===== config.mk =====
export PLATFORM = sky130hd
export DESIGN_NAME = uart_tx_fifo
export DESIGN_NICKNAME = d
export VERILOG_FILES = /design/src/rtl/uart_tx_fifo.sv
export SDC_FILE = /design/constraint.sdc
export NUM_CORES = 1
export LEC_CHECK = 0
export CAP_MARGIN = 10
export CORE_MARGIN = 5
export CORE_UTILIZATION = 65
export DETAILED_ROUTE_END_ITERATION = 10
export GPL_ROUTABILITY_DRIVEN = 0
export PLACE_DENSITY = 0.82
export SLEW_MARGIN = 5
export SYNTH_ARGS = -nofsm -noshare
export SYNTH_HDL_FRONTEND = slang
export SYNTH_SLANG_ARGS = --single-unit

===== constraint.sdc =====
create_clock -name clk -period 5 [get_ports clk]
set_clock_uncertainty 0.1 [all_clocks]
set_input_delay 1 -clock clk [delete_from_list [all_inputs] [get_ports clk]]
set_output_delay 1 -clock clk [all_outputs]
set_load 0.05 [all_outputs]

===== src/rtl/uart_tx_fifo.sv =====
// rtl/uart_tx_fifo.sv - buffered UART transmitter: FIFO plus back-to-back serialiser
// The line is driven from a flop; popped bytes live in the shift register so the FIFO can refill.
module uart_tx_fifo #(
  parameter int CLK_FREQ_HZ = 10000000,
  parameter int BAUD_RATE   = 1000000,
  parameter int DATA_BITS   = 8,
  parameter int PARITY      = 0,
  parameter int STOP_BITS   = 1,
  parameter int FIFO_DEPTH  = 16
) (
  input  logic                        clk,
  input  logic                        resetn,
  input  logic [DATA_BITS-1:0]        i_data,
  input  logic                        i_valid,
  output logic                        o_ready,
  output logic                        o_busy,
  output logic [$clog2(FIFO_DEPTH):0] o_level,
  output logic                        o_overflow,
  input  logic                        i_clr_ovf,
  output logic                        o_uart_tx
);
  localparam int DIV = CLK_FREQ_HZ / BAUD_RATE;
  localparam int AW  = $clog2(FIFO_DEPTH);
  localparam int LW  = AW + 1;
  localparam int CW  = $clog2(2 * DIV);
  localparam int BW  = $clog2(DATA_BITS);
  localparam logic [CW-1:0] BIT_END  = CW'(DIV - 1);
  localparam logic [CW-1:0] STOP_END = CW'(STOP_BITS * DIV - 1);
  localparam logic [BW-1:0] LAST_BIT = BW'(DATA_BITS - 1);
  localparam logic [LW-1:0] FULL     = LW'(FIFO_DEPTH);

  typedef enum logic [2:0] {S_IDLE, S_START, S_DATA, S_PARITY, S_STOP} state_t;

  state_t               state;
  logic [DATA_BITS-1:0] mem [FIFO_DEPTH];
  logic [AW-1:0]        wr_ptr, rd_ptr;
  logic [LW-1:0]        count;
  logic [CW-1:0]        cnt;
  logic [BW-1:0]        bit_idx;
  logic [DATA_BITS-1:0] shreg;
  logic                 par_bit;
  logic                 tx;
  logic                 push, pop, head_par;
  logic [DATA_BITS-1:0] head;

  assign o_ready   = (count != FULL);
  assign o_level   = count;
  assign o_busy    = (state != S_IDLE) || (count != '0);
  assign o_uart_tx = tx;

  assign push     = i_valid && o_ready;
  assign head     = mem[rd_ptr];
  assign head_par = (^head) ^ (PARITY == 2);
  // Pops use the registered count, so a byte pushed into an empty FIFO waits one cycle.
  assign pop      = (count != '0) &&
                    ((state == S_IDLE) || (state == S_STOP && cnt == STOP_END));

  always_ff @(posedge clk) begin
    if (push) mem[wr_ptr] <= i_data;
  end

  always_ff @(posedge clk) begin
    if (!resetn) begin
      wr_ptr     <= '0;
      rd_ptr     <= '0;
      count      <= '0;
      o_overflow <= 1'b0;
    end else begin
      if (push) wr_ptr <= wr_ptr + 1'b1;
      if (pop)  rd_ptr <= rd_ptr + 1'b1;
      case ({push, pop})
        2'b10:   count <= count + 1'b1;
        2'b01:   count <= count - 1'b1;
        default: count <= count;
      endcase
      // A dropped push takes priority over a clear in the same cycle.
      if (i_valid && !o_ready) o_overflow <= 1'b1;
      else if (i_clr_ovf)      o_overflow <= 1'b0;
    end
  end

  always_ff @(posedge clk) begin
    if (!resetn) begin
      state   <= S_IDLE;
      cnt     <= '0;
      bit_idx <= '0;
      shreg   <= '0;
      par_bit <= 1'b0;
      tx      <= 1'b1;
    end else begin
      case (state)
        S_IDLE: begin
          if (pop) begin
            shreg   <= head;
            par_bit <= head_par;
            cnt     <= '0;
            state   <= S_START;
            tx      <= 1'b0;
          end
        end
        S_START: begin
          if (cnt == BIT_END) begin
            cnt     <= '0;
            bit_idx <= '0;
            state   <= S_DATA;
            tx      <= shreg[0];
          end else begin
            cnt <= cnt + 1'b1;
          end
        end
        S_DATA: begin
          if (cnt == BIT_END) begin
            cnt <= '0;
            if (bit_idx == LAST_BIT) begin
              if (PARITY != 0) begin
                state <= S_PARITY;
                tx    <= par_bit;
              end else begin
                state <= S_STOP;
                tx    <= 1'b1;
              end
            end else begin
              bit_idx <= bit_idx + 1'b1;
              shreg   <= shreg >> 1;
              tx      <= shreg[1];
            end
          end else begin
            cnt <= cnt + 1'b1;
          end
        end
        S_PARITY: begin
          if (cnt == BIT_END) begin
            cnt   <= '0;
            state <= S_STOP;
            tx    <= 1'b1;
          end else begin
            cnt <= cnt + 1'b1;
          end
        end
        S_STOP: begin
          if (cnt == STOP_END) begin
            cnt <= '0;
            if (pop) begin
              shreg   <= head;
              par_bit <= head_par;
              state   <= S_START;
              tx      <= 1'b0;
            end else begin
              state <= S_IDLE;
              tx    <= 1'b1;
            end
          end else begin
            cnt <= cnt + 1'b1;
          end
        end
        default: begin
          state <= S_IDLE;
          tx    <= 1'b1;
        end
      endcase
    end
  end
endmodule

### Word level (Yosys, flattened, before mapping)

Memories as Yosys holds them, arrays and structs flattened. A register that Yosys moved wholly into a read port is not among the register bits.
Index checks and enable logic that the tools add are counted.

| cells by class | value |
|---|---|
| add/subtract/negate cells | 6 |
| equality and inequality tests | 16 |
| multiplexer cells | 35 |
| reduce and logical (&&, ||, !) cells | 21 |

Operators by type and width:

| kind | count |
|---|---|
| $mux W8 | 4 |
| $mux W3 | 9 |
| $pmux W8 S3 | 1 |
| $pmux W5 S2 | 2 |
| $pmux W3 S5 | 1 |
| $mux W1 | 12 |
| $ne A2 B2 Y1 const B | 6 |
| $add A5 B1 Y5 const B | 2 |
| $mux W5 | 2 |
| $add A4 B1 Y4 const B | 2 |
| $mux W4 | 2 |
| $reduce_and A4 Y1 | 2 |
| $reduce_bool A2 Y1 | 4 |
| $eq A3 B2 Y1 const B | 2 |
| $eq A3 B3 Y1 const B | 2 |
| $pmux W3 S2 | 1 |
| $reduce_and A6 Y1 | 1 |
| $reduce_bool A3 Y1 | 2 |
| $eq A5 B4 Y1 const B | 1 |
| $ne A5 B5 Y1 const B | 1 |
| $pmux W1 S5 | 1 |
| $reduce_and A5 Y1 | 1 |
| $reduce_bool A5 Y1 | 1 |
| $sub A5 B1 Y5 const B | 1 |
| other kinds (11) | 15 |

| word-level totals | value |
|---|---|
| bits in registers | 34 |
| memory bits (writable) | 128 |
| output and inout bits | 9 |
| memories kept | 1 |

Memory list:

| memory | depth | bits a word | read ports | clocked after Yosys merged registers in | write ports | RTL line | source |
|---|---|---|---|---|---|---|---|
| mem | 16 | 8 | 1 | 1 | 1 | 35 | `logic [DATA_BITS-1:0] mem [FIFO_DEPTH];` |

### Longest topological paths before layout

| depth | value |
|---|---|
| depth in word-level cells | 7 |
| depth in mapped cells | 16 |

### Least setup slack after synthesis

No wires, ideal clock.

| path | value |
|---|---|
| path type | register -> register |
| from | register count[4], in the netlist o_level[4] |
| to | register count[4], in the netlist o_level[4] |
| setup time | 0.087 ns |
| arrival time | 3.150 ns |
| slack | 1.663 ns |
| stages on the path, launching flop included | 15 |
| buffers on the path | 2 |
| clock period less this slack | 3.337 ns |
| path through | dfxtp_1 -> clkbuf_1 -> inv_1 -> a21oi_2 -> nand2_1 -> inv_1 -> ha_1 -> clkbuf_1 -> xor2_1 -> ha_1 -> a21oi_1 -> o22ai_1 -> a222oi_1 -> o211ai_1 -> o31ai_1 |

| between the ends | value |
|---|---|
| cells in the longest elaborated chain, start to end | 4 |

Ends and longest elaborated chain:

| element | RTL line | source |
|---|---|---|
| start, declared | 37 | `logic [LW-1:0] count;` |
| start signal, assigned | 72 | `2'b10: count <= count + 1'b1;` |
| start signal, assigned | 73 | `2'b01: count <= count - 1'b1;` |
| start signal, assigned | 74 | `default: count <= count;` |
| $reduce_bool A5 Y1 * | 55 | `assign pop = (count != '0) &&` |
| $logic_and A1 B1 Y1 * | 55 |  |
| net pop | 43 | `logic push, pop, head_par;` |
| $eq A2 B1 Y1 / $eq A2 B2 Y1 (equally long branches) | 71 | `case ({push, pop})` |
| $pmux W5 S2 / $reduce_bool A2 Y1 (equally long branches) | n/a |  |

Mark *: on every way through the listed nets, which the timed path passes. The rest lies on a longest branch.
A chain may end at the register's enable or synchronous reset.

### Worst setup path after layout

| path | value |
|---|---|
| from | register count[0], in the netlist o_level[0] |
| to | output port o_busy |

| between the ends | value |
|---|---|
| cells in the longest elaborated chain, start to end | 2 |

Ends and longest elaborated chain:

| element | RTL line | source |
|---|---|---|
| $reduce_bool A5 Y1 | 48 | `assign o_busy = (state != S_IDLE) \|\| (count != '0);` |
| $logic_or A1 B1 Y1 | 48 |  |
| end, declared | 16 | `output logic o_busy,` |

Every way passes these cells.

==> metrics <==
vias in the first global route 3977; hold path startpoint shreg[0]$_SDFFE_PN0P_; CTS buffer count 17; global router's overall resource usage 22.5%; Worst EP arrival 2620 ps; WL/cell 21.1 µm; via count 3944; Core ar. 10400 µm²; post-CTS sizing 0; final instance area 7860 µm²; Worst setup EP type primary output; FF-to-FF path depth 13; Initial DRC Count 398; clock tree from TritonCTS done; commonest cells after routing, fill and taps aside edfxtp_1 (128), dfxtp_1 (38), mux2i_1 (36); number of post-CTS setup repair buffers 0; Leakage Power 0.00261 µW; register area 4600 µm²; Rows 37; WHS 371 ps; asr flop ratio synth 0%; clock root buffer clkbuf_8; fill count 608; Fin. Hold Viols 0; DRC viols 0; register area share after synthesis 65.8%; R2R Path End o_level[4]$_SDFFE_PN0P_; worst slew margin relative to its limit 25.4%; hold crit path type flip-flop to flip-flop; DIE AREA 12900 µm²; DR pass1 iterations 5; WP depth 3; hold_buf cts 0; final slew viol count 0; Post-synth EDFFs 128; P&R area growth vs syn 12.4%; multi-input logic area 2230 µm²; # setup viols final 0; starting density of the core 67.1%; Max clock buf depth 2; Max-Cap Viols 0; final wirelength 13500 µm; delay-heaviest family, CP simple AND/OR/NAND/NOR gates; Critical path destination o_busy; r2r setup slk 1510 ps; Synth Instances 471; Max Fclk 269 MHz; Syn Std Cell Area 6990 µm²; Crit-path slowest cell clkdlybuf4s50_1; gr ovfl total 0; Buf/Inv on CP 1; PD cells 513 nW/µm²; #FFs+latches synth 166; clock sinks 166; NumNets Final 515; Cell Chain, Critical Path or4_4 > or3_1 > clkdlybuf4s50_1; status finished clean; most common cell after layout, fill and taps aside edfxtp_1; CP max FO 7; Worst-Margin Slew 1110 ps; ratio of final minimum period to clock period 74.3%; Die Y-Extent 114 µm; Worst-Skew Late Latency 530 ps; Peak VDD IR 378 µV; clock-pin slew on the worst setup and hold paths 60 ps; kind of critical path flip-flop to primary output; CTS H-tree depth 4; setup TNS 0 ps; syn avg cell area 14.8 µm²; Via density 6.16; largest net degree at the start of global routing 37; Final HPWL DP 8400 µm; Buffers on Ports 20; Syn Nets 495; initial antenna violation count 0; CP Launch Type flip-flop; Cell variety after synth 60; unrepaired setup endpoints after global routing no; n_diodes 0; Period minus WS final 3720 ps; I/O Pins 21; Area after DPL 7290 µm²; Final ANT Viol Nets 0; first-pass GRT wire length 21600 µm; Worst Path Required 3900 ps; Ys Warns 0; crit path from o_level[0]$_SDFFE_PN0P_; max incr delay on CP 710 ps; Crit Reg-Reg Startpoint cnt[0]$_SDFFE_PN0P_; Die Width 114 µm; ys flop type edfxtp_1; layout cells sized above 1 14.7%
==> power by group <==
group | switching [µW] | total [µW] | internal, µW | leakage (µW)
registers | 105 | 1690 | 1590 | 0.00147
clock network | 490 | 1250 | 765 | 0.000292
logic | 613 | 1090 | 474 | 0.000852
total | 1210 | 4030 | 2830 | 0.00261
==> cells in the mapped netlist (7+ instances only) <==
| cell | instances | share of area [%] |
|---|---|---|
| edfxtp_1 | 128 | 55 |
| dfxtp_1 | 38 | 11 |
| mux2i_1 | 36 | 5.2 |
| nand2_1 | 33 | 1.8 |
| mux4_2 | 20 | 6.4 |
| nor2_1 | 20 | 1.1 |
| and2_1 | 13 | 1.2 |
| ha_1 | 12 | 2.1 |
| clkbuf_1 | 11 | 0.59 |
| nor2b_1 | 11 | 0.98 |
| buf_2 | 10 | 0.72 |
| inv_1 | 10 | 0.54 |
| a22oi_1 | 9 | 0.97 |
| nand3_1 | 9 | 0.64 |
| or3_1 | 9 | 0.81 |
| nand4_1 | 8 | 0.72 |
| o21ai_0 | 8 | 0.57 |
| xnor2_1 | 8 | 1.0 |
| a31oi_1 | 7 | 0.63 |
| nor3_1 | 7 | 0.50 |
==> per-stage QoR <==
stage | total power, µW | setup WS (ps) | util [%] | instances
6_report | 4030 | 1280 | 75.5 | 640
2_1_floorplan | 2540 | 1660 | - | 471
3_3_place_gp | 2760 | 1230 | 70.0 | 608
4_1_cts | 4050 | 1250 | 75.5 | 640
5_1_grt | 4240 | 1120 | 75.5 | 640
3_5_place_dp | 2790 | 1130 | 70.0 | 608
==> area by class of cell <==
class | instances | area share, %
flip-flops and latches | 166 | 58.6
multi-input cells | 269 | 28.3
clock buffers | 20 | 5.54
repair buffers | 27 | 3.22
well taps | 136 | 2.16
clock inverters | 12 | 1.72
inverters | 10 | 0.477
==> worst min path at each step <==
stage,end,cells after the start
floorplan,cnt[3]$_SDFFE_PN0P_,1
global placement,shreg[0]$_SDFFE_PN0P_,2
detailed placement,shreg[0]$_SDFFE_PN0P_,2
CTS,shreg[0]$_SDFFE_PN0P_,2
global route,cnt[3]$_SDFFE_PN0P_,1
finish,shreg[0]$_SDFFE_PN0P_,2
==> layer usage <==
metal	vias to the layer above	GRT usage [%]	share of wire, %
met5	-	0	0
met2	124	37.8	52
met4	0	7.13	1.4
met3	16	5.20	5.5
met1	1968	29.4	41
li1	1836	-	-
==> registers in the layout (all words and copies together), names as in the netlist, named ones only <==
name        cells
wr_ptr          4
o_overflow      1
bit_idx         3
rd_ptr          4
mem           128
state           3
cnt             5
shreg           8
o_level         5
o_uart_tx       1
==> kinds of logic after synthesis <==
| logic type | Yosys count | share of synthesized area [%] |
|---|---|---|
| compound gates | 59 | 6.26 |
| xor+xnor | 10 | 1.25 |
| fa+ha+maj | 12 | 2.15 |
| buf+inv | 36 | 2.33 |
| flops | 166 | 65.8 |
| mux | 62 | 12.6 |
| simple gates | 126 | 9.61 |
==> worst reg2reg max path, cell delays in order, from the launching register on <==
cell       delay (ps)
dfxtp_1           390
ha_1              170
nand4bb_1         430
nand2_2           390
nand2_1           190
inv_1             130
ha_1              280
xor2_1            110
ha_1              190
a21oi_1           230
o22ai_1           130
a222oi_1          430
o211ai_1          130
o31ai_1           110
No activity file was read; power rests on OpenSTA's default activity.
